### src/rtl/cu_gen2.sv
// cu_gen2: multi-cycle control unit for the mycpu datapath.
// Decodes the opcode held in the instruction register and drives the PC select,
// register-file, ALU, memory and IO controls. Beyond the basic fetch/execute loop it
// provides an IO request/acknowledge handshake with timeout, a bounded XXL shift
// loop and a HLT state that resumes on run_in.
// Opcode map (OPC_W bits): 0..15 ALU ops (fs = opcode[3:0]), 16 LDI, 17 ADI, 18 LD,
// 19 ST, 20 BRZ, 21 BRN, 22 JMP, 23 IOR, 24 IOW, 25 XXL, 26 HAL; all others undefined.
module cu_gen2 #(
  parameter int IW      = 16,
  parameter int OPC_W   = 7,
  parameter int RF_AW   = 4,
  parameter int XXL_MAX = 16,
  parameter int IO_TMO  = 8
) (
  input  logic               clk,
  input  logic               rst_n,
  input  logic [IW-1:0]      ins_in,
  input  logic               z_in,
  input  logic               n_in,
  input  logic               io_ack_in,
  input  logic               run_in,
  output logic               il_out,
  output logic [1:0]         ps_out,
  output logic               rw_out,
  output logic [3*RF_AW-1:0] rs_out,
  output logic               mm_out,
  output logic [1:0]         md_out,
  output logic               mb_out,
  output logic [3:0]         fs_out,
  output logic               wen_out,
  output logic               iom_out,
  output logic               io_req_out,
  output logic               halted_out,
  output logic               err_out
);

  localparam int FW = (IW - OPC_W) / 3;
  localparam int CW = $clog2(XXL_MAX + 1);
  localparam int TW = $clog2(IO_TMO + 1);

  localparam logic [OPC_W-1:0] OP_ALU_END = OPC_W'(16);
  localparam logic [OPC_W-1:0] OP_LDI     = OPC_W'(16);
  localparam logic [OPC_W-1:0] OP_ADI     = OPC_W'(17);
  localparam logic [OPC_W-1:0] OP_LD      = OPC_W'(18);
  localparam logic [OPC_W-1:0] OP_ST      = OPC_W'(19);
  localparam logic [OPC_W-1:0] OP_BRZ     = OPC_W'(20);
  localparam logic [OPC_W-1:0] OP_BRN     = OPC_W'(21);
  localparam logic [OPC_W-1:0] OP_JMP     = OPC_W'(22);
  localparam logic [OPC_W-1:0] OP_IOR     = OPC_W'(23);
  localparam logic [OPC_W-1:0] OP_IOW     = OPC_W'(24);
  localparam logic [OPC_W-1:0] OP_XXL     = OPC_W'(25);
  localparam logic [OPC_W-1:0] OP_HAL     = OPC_W'(26);

  typedef enum logic [2:0] {
    S_RST,
    S_INF,
    S_EX0,
    S_XL1,
    S_IOWT,
    S_HLT
  } state_t;

  state_t            state, state_nx;
  logic [CW-1:0]     cnt, cnt_nx;
  logic [TW-1:0]     tmo, tmo_nx;

  logic [OPC_W-1:0]  opcode;
  logic [FW-1:0]     fld_d, fld_a, fld_b;
  logic [3*RF_AW-1:0] rs_fields;
  logic              is_alu;
  logic              is_ior;

  assign opcode    = ins_in[IW-1 -: OPC_W];
  assign fld_d     = ins_in[3*FW-1:2*FW];
  assign fld_a     = ins_in[2*FW-1:FW];
  assign fld_b     = ins_in[FW-1:0];
  assign rs_fields = {RF_AW'(fld_d), RF_AW'(fld_a), RF_AW'(fld_b)};
  assign is_alu    = (opcode < OP_ALU_END);
  assign is_ior    = (opcode == OP_IOR);

  // Decode state, opcode and flags into datapath controls and the next state/counter values
  always_comb begin
    state_nx   = state;
    cnt_nx     = cnt;
    tmo_nx     = tmo;
    il_out     = 1'b0;
    ps_out     = 2'b00;
    rw_out     = 1'b0;
    rs_out     = '0;
    mm_out     = 1'b0;
    md_out     = 2'b00;
    mb_out     = 1'b0;
    fs_out     = 4'b0000;
    wen_out    = 1'b1;
    iom_out    = 1'b0;
    io_req_out = 1'b0;
    halted_out = 1'b0;
    err_out    = 1'b0;

    unique case (state)
      S_RST: begin
        state_nx = S_INF;
      end

      S_INF: begin
        il_out   = 1'b1;
        mm_out   = 1'b1;
        state_nx = S_EX0;
      end

      S_EX0: begin
        ps_out   = 2'b01;
        rs_out   = rs_fields;
        state_nx = S_INF;
        if (is_alu) begin
          rw_out = 1'b1;
          fs_out = opcode[3:0];
        end else begin
          case (opcode)
            OP_LDI: begin
              rw_out = 1'b1;
              mb_out = 1'b1;
              fs_out = 4'b1100;
            end
            OP_ADI: begin
              rw_out = 1'b1;
              mb_out = 1'b1;
              fs_out = 4'b0010;
            end
            OP_LD: begin
              rw_out = 1'b1;
              md_out = 2'b01;
            end
            OP_ST: begin
              wen_out = 1'b0;
            end
            OP_BRZ: begin
              ps_out = z_in ? 2'b10 : 2'b01;
            end
            OP_BRN: begin
              ps_out = n_in ? 2'b10 : 2'b01;
            end
            OP_JMP: begin
              ps_out = 2'b11;
            end
            OP_IOR, OP_IOW: begin
              iom_out    = 1'b1;
              io_req_out = 1'b1;
              if (io_ack_in) begin
                if (is_ior) begin
                  rw_out = 1'b1;
                  md_out = 2'b10;
                end
              end else begin
                ps_out   = 2'b00;
                tmo_nx   = TW'(1);
                state_nx = S_IOWT;
              end
            end
            OP_XXL: begin
              rw_out  = 1'b1;
              iom_out = 1'b1;
              fs_out  = 4'b1110;
              rs_out  = '0;
              ps_out  = 2'b00;
              if (z_in || (cnt == CW'(XXL_MAX - 1))) begin
                cnt_nx = '0;
              end else begin
                cnt_nx   = cnt + CW'(1);
                state_nx = S_XL1;
              end
            end
            OP_HAL: begin
              ps_out   = 2'b00;
              state_nx = S_HLT;
            end
            default: begin
              err_out = 1'b1;
            end
          endcase
        end
      end

      S_XL1: begin
        rs_out  = {RF_AW'(1), RF_AW'(0), RF_AW'(0)};
        fs_out  = 4'b1110;
        iom_out = 1'b1;
        wen_out = 1'b0;
        ps_out  = 2'b00;
        if (z_in) begin
          cnt_nx   = '0;
          state_nx = S_INF;
        end else begin
          state_nx = S_EX0;
        end
      end

      S_IOWT: begin
        iom_out    = 1'b1;
        io_req_out = 1'b1;
        rs_out     = rs_fields;
        ps_out     = 2'b00;
        if (io_ack_in) begin
          ps_out   = 2'b01;
          tmo_nx   = '0;
          state_nx = S_INF;
          if (is_ior) begin
            rw_out = 1'b1;
            md_out = 2'b10;
          end
        end else if (tmo == TW'(IO_TMO)) begin
          ps_out   = 2'b01;
          err_out  = 1'b1;
          tmo_nx   = '0;
          state_nx = S_INF;
        end else begin
          tmo_nx = tmo + TW'(1);
        end
      end

      S_HLT: begin
        halted_out = 1'b1;
        if (run_in) begin
          state_nx = S_INF;
        end
      end

      default: begin
        state_nx = S_RST;
      end
    endcase
  end

  // State and loop/timeout counters; reset abandons any IO wait or XXL loop at once
  always_ff @(posedge clk or negedge rst_n) begin
    if (!rst_n) begin
      state <= S_RST;
      cnt   <= '0;
      tmo   <= '0;
    end else begin
      state <= state_nx;
      cnt   <= cnt_nx;
      tmo   <= tmo_nx;
    end
  end

endmodule

### config.mk
export PLATFORM = sky130hd
export DESIGN_NAME = cu_gen2
export DESIGN_NICKNAME = d
export VERILOG_FILES = /design/src/rtl/cu_gen2.sv
export SDC_FILE = /design/constraint.sdc
export NUM_CORES = 1
export LEC_CHECK = 0
export BUFFER_PORTS_ARGS = -buffer_cell sky130_fd_sc_hd__buf_4
export CORE_MARGIN = 8
export CORE_UTILIZATION = 54
export CTS_BUF_LIST = sky130_fd_sc_hd__clkbuf_8
export DETAILED_ROUTE_END_ITERATION = 7
export GPL_TIMING_DRIVEN = 0
export HOLD_SLACK_MARGIN = 0.02
export PLACE_DENSITY = 0.94
export RECOVER_POWER = 100
export SYNTH_ARGS = -nofsm -noshare
export SYNTH_HDL_FRONTEND = slang
export SYNTH_SLANG_ARGS = --single-unit
### constraint.sdc
create_clock -name clk -period 4.5 [get_ports clk]
set_input_delay 0.225 -clock clk [delete_from_list [all_inputs] [get_ports clk]]
set_output_delay 0.225 -clock clk [all_outputs]
set_load 0.02 [all_outputs]
==> flow_metrics.py <==
metrics = {
    "setup_path": {
        "r2r_end": "cnt[0]",
        "r2r_setup_slack_ns": 1.77,
        "crit_path_start": "state[2]",
        "critical_path_arrival_ns": 2.85,
        "r2r-start": "state[2]",
        "endpoint_kind": "register",
        "required_ns": 4.63,
        "crit_type": "reg2reg",
        "critPathLaunchType": "register",
        "reg2regPathDepth": 5,
        "crit_path_max_fanout": 8,
    },
    "clock_tree": {
        "cts.htree.levels": 1,
        "cts_tree": "done",
        "clkTransAtPathRegs_ns": 0.05,
        "cts_made_buffers": 3,
        "cts_root_buf": "clkbuf_8",
        "clock_path_buffers": 2,
        "cts_setup_buffers": 0,
        "clock_latency_ns": 0.24,
        "post_cts_resized": 0,
        "clock_sinks": 12,
    },
    "cells_and_area": {
        "final_cell_count_no_fill": 242,
        "fin_area_mm2": 0.00161,
        "drive_gt1_frac": 0.164,
        "seq_area_um2": 300,
        "diodes": 0,
        "multi_input_area_um2": 852,
        "fill_cells": 187,
        "area_growth_pct": 26.5,
        "finalNetCount": 241,
    },
    "grt": {
        "grt_pass1_vias": 1446,
        "grt_max_degree": 13,
        "grt_usage": 0.190,
        "grt-ovfl-total": 0,
        "antenna_found_initial": 0,
        "grt_pass1_wl_um": 6520,
    },
    "synthesis": {
        "syn_avg_cell_area_um2": 7.90,
        "synthDistinctLibCells": 52,
        "synthFlopType": "dfrtp_1",
        "ys_async_sr_fraction": 1.00,
        "synth_warnings": 0,
        "synth_area_leaders": "dfrtp_1, nand2b_1, nor2b_1, ha_1, o21ai_0",
        "synth_top_area_share": 0.236,
        "syn_area_mm2": 0.00127,
        "yosysMostFrequentCell": "nand2b_1",
        "ys_ff_latch": 12,
        "yosysSeqAreaShare": 0.236,
        "synth-edff-count": 0,
        "synth_top_cell_by_area": "dfrtp_1",
        "ys_top_cells_by_count": "nand2b_1, dfrtp_1, nor2b_1",
        "synth_cells": 161,
    },
    "sta": {
        "worstMarginPinSlew_ns": 0.895,
        "tns_ns": 0,
        "hold_viol": 0,
        "post-route-period-util": 0.606,
        "skew_ns": 0.00203,
        "fmax_ghz": 0.367,
        "rsz0062_at_grt": "false",
        "slew_headroom": 0.402,
        "final-max-slew-violation-count": 0,
        "setup_viol": 0,
        "min_period_ns": 2.73,
    },
    "power_and_ir_drop": {
        "p_leak_nw": 0.669,
        "ir_drop_mv": 0.327,
        "powerDensity_mw_per_mm2": 438,
    },
    "floorplanning": {
        "fp.dieArea_mm2": 0.00417,
        "std_cell_rows": 17,
        "core_mm2": 0.00221,
        "die_width_um": 64.5,
        "initial_core_util": 0.575,
        "fp.dieH_um": 64.5,
        "ios": 51,
    },
    "routing": {
        "drt_first_pass_iters": 4,
        "vias": 1469,
        "ant_nets": 0,
        "drc": 0,
        "wl_per_cell_um": 16.6,
        "via_per_inst": 6.07,
        "wl_um": 4010,
        "drtIter0Drc": 86,
    },
    "placement": {
        "dp_cells": 237,
        "port_buffers": 46,
        "place_congestion": 0.925,
        "dpl_cell_area_mm2": 0.00166,
        "dp_hpwl_um": 3020,
    },
    "outcome": {
        "status": "finished clean",
    },
    "min_path": {
        "hold_class": "in2reg",
        "whs_path_depth": 2,
        "worstHoldEndpoint": "state[1]",
        "min_from": "z_in",
    },
    "job": {
        "cap_violations": 0,
    },
}
-- layout make-up --
type | count | share of cell area
Clock buffer | 4 | 0.0342
Inverter | 8 | 0.0186
Timing Repair Buffer | 47 | 0.167
Tap cell | 28 | 0.0218
Sequential cell | 12 | 0.186
Buffer | 14 | 0.0427
Multi-Input combinational cell | 129 | 0.529
-- through the flow --
stage	setup WS, ns	hold WS [ns]	total power [mW]	utilization
after floorplan	2.39	-0.0706	0.465	-
after global placement	2.40	0.0669	0.625	0.751
after detailed placement	2.41	0.0714	0.644	0.751
after CTS	2.24	0.214	0.769	0.780
after global routing	1.70	0.227	0.753	0.728
final	1.77	0.226	0.706	0.728
-- layout by cell type, fill, tap and decap left out, drive strengths merged, types with 3 or more instances in the layout --
cell,count
a21oi,9
a31oi,3
or3,4
and3,3
o21ai,10
nor4b,3
inv,8
ha,4
nand3b,3
nor3,6
dfrtp,12
clkbuf,36
nor2,9
conb,3
buf,28
nand2b,15
nor2b,12
nand2,5
-- worst max-delay path: stages (launching register included) --
cell	delay, ns
dfrtp_1	0.40
nor3b_1	0.74
nand2b_1	0.14
clkbuf_1	0.25
o21ai_0	0.70
mux2_1	0.38
-- kinds of logic after synthesis --
kind of cell,after synthesis,synth area share
buffers and inverters,22,0.0796
muxes,3,0.0246
xor gates and xnor gates,2,0.0138
and+or+nand+nor,74,0.364
DFF,12,0.236
other,1,0.00295
adders and majority gates,4,0.0393
AOI/OAI and AO/OA,43,0.240
-- power by group --
group / total (mW) / switching (mW) / internal (mW) / leakage (nW)
registers: 0.155 / 0.0212 / 0.134 / 0.159
clock network: 0.119 / 0.0415 / 0.0774 / 0.0288
logic: 0.431 / 0.287 / 0.145 / 0.482
total: 0.706 / 0.350 / 0.356 / 0.669
-- worst max-delay path by stage --
stage                 to  slack [ns]  depth (start not counted)
2_1_floorplan  md_out[0]        2.39                          4
3_5_place_dp     iom_out        2.41                          7
6_report          cnt[0]        1.77                          5
3_3_place_gp     iom_out        2.40                          7
5_1_grt           cnt[0]        1.70                          5
4_1_cts        rs_out[8]        2.24                          5
-- layer usage --
layer	global-route usage	share of wire	vias to the layer above
met3	0.0567	0.076	18
met5	0	0	-
li1	-	-	683
met1	0.206	0.38	675
met4	0.0845	0.034	0
met2	0.334	0.51	93
-- state kept, by name (all words and copies together), names as in the netlist --
signal,flops
state,3
tmo,4
cnt,5
-- repair_timing --
action | 4_1_cts | 5_1_grt
setup endpoints to repair | 0 | 0
hold buffers | 1 | 0
endpoints found under the hold margin | 12 | 0
(Power assumes the default switching activity.)
